<file path="config.mk">
export PLATFORM = sky130hd
export DESIGN_NAME = alu_seq
export DESIGN_NICKNAME = d
export VERILOG_FILES = /design/src/rtl/alu_seq_pkg.sv /design/src/rtl/alu_seq_mul.sv /design/src/rtl/alu_seq.sv
export SDC_FILE = /design/constraint.sdc
export NUM_CORES = 1
export LEC_CHECK = 0
export CAP_MARGIN = 20
export CORE_MARGIN = 3
export CORE_UTILIZATION = 33
export CTS_CLUSTER_SIZE = 12
export DETAILED_ROUTE_END_ITERATION = 8
export MAX_ROUTING_LAYER = met4
export PLACE_DENSITY_LB_ADDON = 0.15
export SLEW_MARGIN = 20
export SYNTH_ARGS = -nofsm -noshare
export SYNTH_HDL_FRONTEND = slang
export SYNTH_HIERARCHICAL = 1
export SYNTH_SLANG_ARGS = --single-unit
</file>
<file path="constraint.sdc">
create_clock -name clk -period 5.1 [get_ports clk]
set_input_delay 1.02 -clock clk [delete_from_list [all_inputs] [get_ports clk]]
set_output_delay 1.02 -clock clk [all_outputs]
set_load 0.02 [all_outputs]
</file>
<file path="src/rtl/alu_seq_pkg.sv">
// Shared opcodes, FSM state encoding and flag-bit positions for the alu_seq block.
package alu_seq_pkg;

    localparam logic [2:0] OP_ADD = 3'b000;
    localparam logic [2:0] OP_SUB = 3'b001;
    localparam logic [2:0] OP_AND = 3'b010;
    localparam logic [2:0] OP_OR  = 3'b011;
    localparam logic [2:0] OP_XOR = 3'b100;
    localparam logic [2:0] OP_SHL = 3'b101;
    localparam logic [2:0] OP_SHR = 3'b110;
    localparam logic [2:0] OP_MUL = 3'b111;

    typedef enum logic [1:0] {
        ST_IDLE = 2'b00,
        ST_MUL  = 2'b01,
        ST_DONE = 2'b10
    } state_t;

    localparam int FLG_C = 0;
    localparam int FLG_Z = 1;
    localparam int FLG_N = 2;
    localparam int FLG_V = 3;
    localparam int FLG_W = 4;

endpackage

</file>
<file path="src/rtl/alu_seq_mul.sv">
// Shift-add unsigned multiplier: one partial-product step per cycle, WIDTH steps per operation.
module alu_seq_mul #(
    parameter int WIDTH = 16
) (
    input  logic               clk,
    input  logic               rst_n,
    input  logic               start,
    input  logic [WIDTH-1:0]   a,
    input  logic [WIDTH-1:0]   b,
    output logic               busy,
    output logic               done,
    output logic [2*WIDTH-1:0] prod_next
);
    localparam int SHW = $clog2(WIDTH);

    logic [2*WIDTH-1:0] mcand_q, mcand_d;
    logic [2*WIDTH-1:0] acc_q, acc_d;
    logic [WIDTH-1:0]   mplier_q, mplier_d;
    logic [SHW:0]       cnt_q, cnt_d;

    assign busy = (cnt_q != '0);
    // done flags the final step; prod_next already includes it so the caller can register it now
    assign done = busy && (cnt_q == (SHW+1)'(1));
    assign prod_next = acc_d;

    always_comb begin
        mcand_d  = mcand_q;
        acc_d    = acc_q;
        mplier_d = mplier_q;
        cnt_d    = cnt_q;
        if (start) begin
            mcand_d  = {{WIDTH{1'b0}}, a};
            mplier_d = b;
            acc_d    = '0;
            cnt_d    = (SHW+1)'(WIDTH);
        end else if (busy) begin
            if (mplier_q[0]) begin
                acc_d = acc_q + mcand_q;
            end
            mcand_d  = mcand_q << 1;
            mplier_d = mplier_q >> 1;
            cnt_d    = cnt_q - 1'b1;
        end
    end

    always_ff @(posedge clk or negedge rst_n) begin
        if (!rst_n) begin
            mcand_q  <= '0;
            acc_q    <= '0;
            mplier_q <= '0;
            cnt_q    <= '0;
        end else begin
            mcand_q  <= mcand_d;
            acc_q    <= acc_d;
            mplier_q <= mplier_d;
            cnt_q    <= cnt_d;
        end
    end

endmodule

</file>
<file path="src/rtl/alu_seq.sv">
// Registered 8-op ALU with status flags, valid/ready handshakes and a multi-cycle multiplier.
// Optional accumulator operand source enabled by defining ALU_SEQ_ACC_EN.
module alu_seq #(
    parameter int WIDTH = 16
) (
    input  logic             clk,
    input  logic             rst_n,
    input  logic             in_valid,
    output logic             in_ready,
    input  logic [2:0]       op,
    input  logic [WIDTH-1:0] a,
    input  logic [WIDTH-1:0] b,
`ifdef ALU_SEQ_ACC_EN
    input  logic             acc_sel,
`endif
    output logic             out_valid,
    input  logic             out_ready,
    output logic [WIDTH-1:0] o,
    output logic             c_out,
    output logic             zero,
    output logic             neg,
    output logic             ovf
);
    import alu_seq_pkg::*;

    localparam int SHW = $clog2(WIDTH);

    state_t             state_q, state_d;
    logic [WIDTH-1:0]   o_q, o_d;
    logic [FLG_W-1:0]   flags_q, flags_d;
    logic [WIDTH-1:0]   a_eff;
    logic [WIDTH-1:0]   alu_o, res_o;
    logic               alu_c, alu_v, res_c, res_v, res_load;
    logic [WIDTH:0]     sh_wide;
    logic [SHW-1:0]     sh;
    logic               mul_start, mul_busy, mul_done;
    logic [2*WIDTH-1:0] mul_prod;

`ifdef ALU_SEQ_ACC_EN
    logic [WIDTH-1:0] acc_q, acc_d;
    assign a_eff = acc_sel ? acc_q : a;
    assign acc_d = res_load ? res_o : acc_q;
    always_ff @(posedge clk or negedge rst_n) begin
        if (!rst_n) acc_q <= '0;
        else        acc_q <= acc_d;
    end
`else
    assign a_eff = a;
`endif

    assign sh = b[SHW-1:0];

    // Shifts use a one-bit-wider vector so the last bit shifted out lands in the extra position
    always_comb begin
        alu_o   = '0;
        alu_c   = 1'b0;
        alu_v   = 1'b0;
        sh_wide = '0;
        case (op)
            OP_ADD: begin
                {alu_c, alu_o} = {1'b0, a_eff} + {1'b0, b};
                alu_v = (a_eff[WIDTH-1] == b[WIDTH-1]) && (alu_o[WIDTH-1] != a_eff[WIDTH-1]);
            end
            OP_SUB: begin
                {alu_c, alu_o} = {1'b0, a_eff} - {1'b0, b};
                alu_v = (a_eff[WIDTH-1] != b[WIDTH-1]) && (alu_o[WIDTH-1] != a_eff[WIDTH-1]);
            end
            OP_AND: alu_o = a_eff & b;
            OP_OR:  alu_o = a_eff | b;
            OP_XOR: alu_o = a_eff ^ b;
            OP_SHL: begin
                sh_wide = {1'b0, a_eff} << sh;
                alu_o   = sh_wide[WIDTH-1:0];
                alu_c   = sh_wide[WIDTH];
            end
            OP_SHR: begin
                sh_wide = {a_eff, 1'b0} >> sh;
                alu_o   = sh_wide[WIDTH:1];
                alu_c   = sh_wide[0];
            end
            default: ;
        endcase
    end

    alu_seq_mul #(.WIDTH(WIDTH)) u_mul (
        .clk       (clk),
        .rst_n     (rst_n),
        .start     (mul_start),
        .a         (a_eff),
        .b         (b),
        .busy      (mul_busy),
        .done      (mul_done),
        .prod_next (mul_prod)
    );

    always_comb begin
        state_d   = state_q;
        o_d       = o_q;
        flags_d   = flags_q;
        in_ready  = 1'b0;
        out_valid = 1'b0;
        mul_start = 1'b0;
        res_load  = 1'b0;
        res_o     = alu_o;
        res_c     = alu_c;
        res_v     = alu_v;
        case (state_q)
            ST_IDLE: begin
                in_ready = 1'b1;
                if (in_valid) begin
                    if (op == OP_MUL) begin
                        mul_start = 1'b1;
                        state_d   = ST_MUL;
                    end else begin
                        res_load = 1'b1;
                        state_d  = ST_DONE;
                    end
                end
            end
            ST_MUL: begin
                if (mul_busy && mul_done) begin
                    res_load = 1'b1;
                    res_o    = mul_prod[WIDTH-1:0];
                    res_c    = |mul_prod[2*WIDTH-1:WIDTH];
                    res_v    = 1'b0;
                    state_d  = ST_DONE;
                end
            end
            ST_DONE: begin
                out_valid = 1'b1;
                if (out_ready) state_d = ST_IDLE;
            end
            default: state_d = ST_IDLE;
        endcase
        if (res_load) begin
            o_d            = res_o;
            flags_d[FLG_C] = res_c;
            flags_d[FLG_Z] = (res_o == '0);
            flags_d[FLG_N] = res_o[WIDTH-1];
            flags_d[FLG_V] = res_v;
        end
    end

    always_ff @(posedge clk or negedge rst_n) begin
        if (!rst_n) begin
            state_q <= ST_IDLE;
            o_q     <= '0;
            flags_q <= '0;
        end else begin
            state_q <= state_d;
            o_q     <= o_d;
            flags_q <= flags_d;
        end
    end

    assign o     = o_q;
    assign c_out = flags_q[FLG_C];
    assign zero  = flags_q[FLG_Z];
    assign neg   = flags_q[FLG_N];
    assign ovf   = flags_q[FLG_V];

endmodule
</file>
==> summary.md <==
| Metric | Value |
|---|---|
| CTS tree | `done` |
| Post-synth top area cell | `dfrtp_1` |
| CTS Sinks | `106` |
| Maximum number of pins on one net before global-route repair | `50` |
| Vias | `9,874` |
| Worst Tran Pin Value | `0.754 ns` |
| Ant. Diodes | `0` |
| GR Overflow Total | `0` |
| Initial antenna violation count | `0` |
| Avg WL per Cell | `21.7 um` |
| Pins over their slew limit | `0` |
| Final critical-path share of the clock period | `89.3%` |
| WL final | `36,700 um` |
| Post-detailed-route count of antenna-violating nets | `0` |
| CTS Buf Count | `9` |
| I/O Pins | `61` |
| CP Max Fanout | `4` |
| Worst Setup End Kind | `register` |
| Synth warn | `6` |
| Kind of cell adding the most delay to the critical path | `compound AO/OA/AOI/OAI gates` |
| Fin crit period | `4.55 ns` |
| Count of final hold-check violations | `0` |
| Arr. time, crit path | `4.82 ns` |
| First-pass GRT wire length | `57,900 um` |
| Post-Syn Area per Cell | `8.19 sq um` |
| EDFF count, synth | `0` |
| Ys async rst share | `100%` |
| Commonest non-fill, non-tap cell in the layout | `nand2_1` |
| Leakage | `0.00523 uW` |
| CP Class | `reg2reg` |
| Hold Slack | `0.485 ns` |
| Crit path launch type | `register` |
| Hold Path Stages | `1` |
| Vias in the first global route | `9,837` |
| Register area | `2650 sq um` |
| Starting DRC count in detailed routing | `666` |
| Cells after synthesis | `1,259` |
| Top-area cell type share of the netlist area | `25.7%` |
| Die area | `33,400 sq um` |
| Placed cell count | `1,679` |
| RSZ-0062 raised after global routing | `false` |
| Share of post-route cells with drive strength above 1 | `9.47%` |
| Synthesis-to-finish area growth | `14.0%` |
| Achievable Freq | `0.220 GHz` |
| Largest cells by area after synthesis | `dfrtp_1 (26%), ha_1 (10%), nand2_1 (6.5%)` |
| Slew margin rel. | `49.4%` |
| Synth Cell Area | `10,300 sq um` |
| Cell Chain, Critical Path | `ha_1 -> a211oi_1 -> o21bai_1 -> o2111ai_1 -> a21oi_1 -> or2_2 -> a31oi_1 -> o221ai_1 -> nand2_1 -> o211ai_1 -> nor4_1 -> nand4_1 -> a22o_1 -> a221oi_1 -> nand4_1 -> o22a_1` |
| Depth of the most critical reg-to-reg path | `16` |
| Most frequent cells in the layout | `nand2_1 (179), dfrtp_1 (106), a21oi_1 (103)` |
| Fillers | `3,224` |
| Final Net Count | `1,421` |
| Status | `finished, final reports clean` |
| DRC violations left | `0` |
| Setup Buffers After CTS | `0` |
| Die Height | `183 um` |
| First-pass DRT Iterations | `5` |
| Post-route setup TNS | `0 ns` |
| Via-to-Cell Ratio | `5.83` |
| Multi-input logic area | `7090 sq um` |
| Stages on worst setup path | `16` |
| VDD IR max | `188 uV` |
| Chip width | `183 um` |
| Worst path slowest cell | `nor4_1` |
| Post_cts resized | `0` |
| Maxcap violations | `0` |
| Hold buffers post-CTS | `0` |
| Critical Path RT | `5.36 ns` |
| Yosys cell types | `88` |
| # rows | `64` |
| Sequential fraction of the synthesis area | `25.7%` |
| Worst Skew | `0.0139 ns` |
| Top FF cell, synth | `dfrtp_1` |
| Global placement routability congestion | `0.971` |
| I/O Buffers | `60` |
| # setup viols final | `0` |
| Core area | `30,700 sq um` |
| Number of synthesized register bits | `106` |
| Worst-skew pair later-pin latency | `0.37 ns` |
| HP Class | `reg2reg` |
| CTS max path bufs | `2` |
| Reg clk slew, reported paths | `0.08 ns` |
| Pwr Density | `380 nW/um^2` |
| CTS Root Cell | `clkbuf_16` |
| Starting Density | `33.6%` |
| Layout Cells excl Fill | `1,695` |
| Overall Global Routing Usage | `22.6%` |
| H-tree depth | `3` |
| CP max stage delay | `0.53 ns` |
| Syn Nets | `1,386` |
| Worst path bufs/invs | `0` |
| Most common cell on crit path | `nand4_1` |
| Final HPWL DP | `28,200 um` |
==> cells by family (layout without fill, tap and decap cells) <==
group	after synthesis	count (layout)	share of synthesized area (%)
simple gates	413	413	19.2
compound gates	390	390	25.0
buf+inv	145	185	5.68
flops	106	106	25.7
fa+ha+maj	88	88	10.9
mux	88	88	11.1
xor+xnor	29	29	2.46
==> synth_stat cells (all sizes together) (9+ instances only) <==
cell type,number
buf,30
nor2b,16
a22oi,13
o31ai,10
xnor2,21
or3,9
mux2i,53
a31oi,16
a21oi,104
o21ai,89
mux2,17
inv,60
a211oi,15
nand4,14
o211ai,16
a21o,23
o221ai,14
dfrtp,106
nor2,75
mux4,18
nor4,12
nor3,22
clkbuf,55
nand2,179
nand2b,9
ha,85
nand3b,11
nand3,17
and3,11
==> path summary, 6_finish.rpt <==
path / startpoint / endpoint / slack [ns]
worst max-delay path: u_mul/mcand_q[1] / flags_q[0] / 0.55
worst min-delay path: o[1] / o[1] / 0.48
worst max register to register: u_mul/mcand_q[1] / flags_q[0] / 0.55
worst min register to register: o[1] / o[1] / 0.48
max in group asynchronous: rst_n / o[10] / 3.47
min in group asynchronous: rst_n / u_mul/mcand_q[30] / 0.59
==> power by group <==
group	switching (uW)	internal, uW
Clock	374	408
Combinational	1400	942
Sequential	215	1140
Total	1990	2490
==> state kept, by name, indices dropped and copies added, names as in the netlist <==
signal	cells
u_mul/acc_q	32
u_mul/mplier_q	16
o	15
state_q	2
u_mul/cnt_q	5
flags_q	4
u_mul/mcand_q	32
==> worst register-to-register path: stages, from the launching register on <==
cell	delay (ns)
dfrtp_1	0.42
ha_1	0.32
a211oi_1	0.29
o21bai_1	0.18
o2111ai_1	0.33
a21oi_1	0.16
or2_2	0.35
a31oi_1	0.34
o221ai_1	0.23
nand2_1	0.10
o211ai_1	0.11
nor4_1	0.53
nand4_1	0.29
a22o_1	0.27
a221oi_1	0.22
nand4_1	0.13
o22a_1	0.20
==> metrics by stage <==
stage,total power [uW],setup slack [ns],instance area [sq um],util (%)
2_1_floorplan,2940,1.05,10300,-
3_3_place_gp,3700,0.462,11400,37.3
4_1_cts,4500,0.547,11800,38.3
3_5_place_dp,3700,0.389,11400,37.3
6_report,4470,0.546,11800,38.3
5_1_grt,4830,0.164,11800,38.3
==> final cells by class <==
cell class | instances | share of cell area (%)
sequential | 106 | 22.6
tap | 396 | 4.21
inverter | 60 | 1.92
clock inverter | 6 | 0.713
timing repair buffer | 109 | 8.24
clock buffer | 10 | 2.03
multi-input combinational | 1008 | 60.3
==> metal layers <==
layer,track usage [%],vias to the layer above,wire [um]
met5,-,-,0
met3,2.30,67,1610
li1,-,4699,-
met4,7.56,0,1200
met2,36.7,291,17500
met1,29.6,4817,16400
No activity file was read; power rests on OpenSTA's default activity.
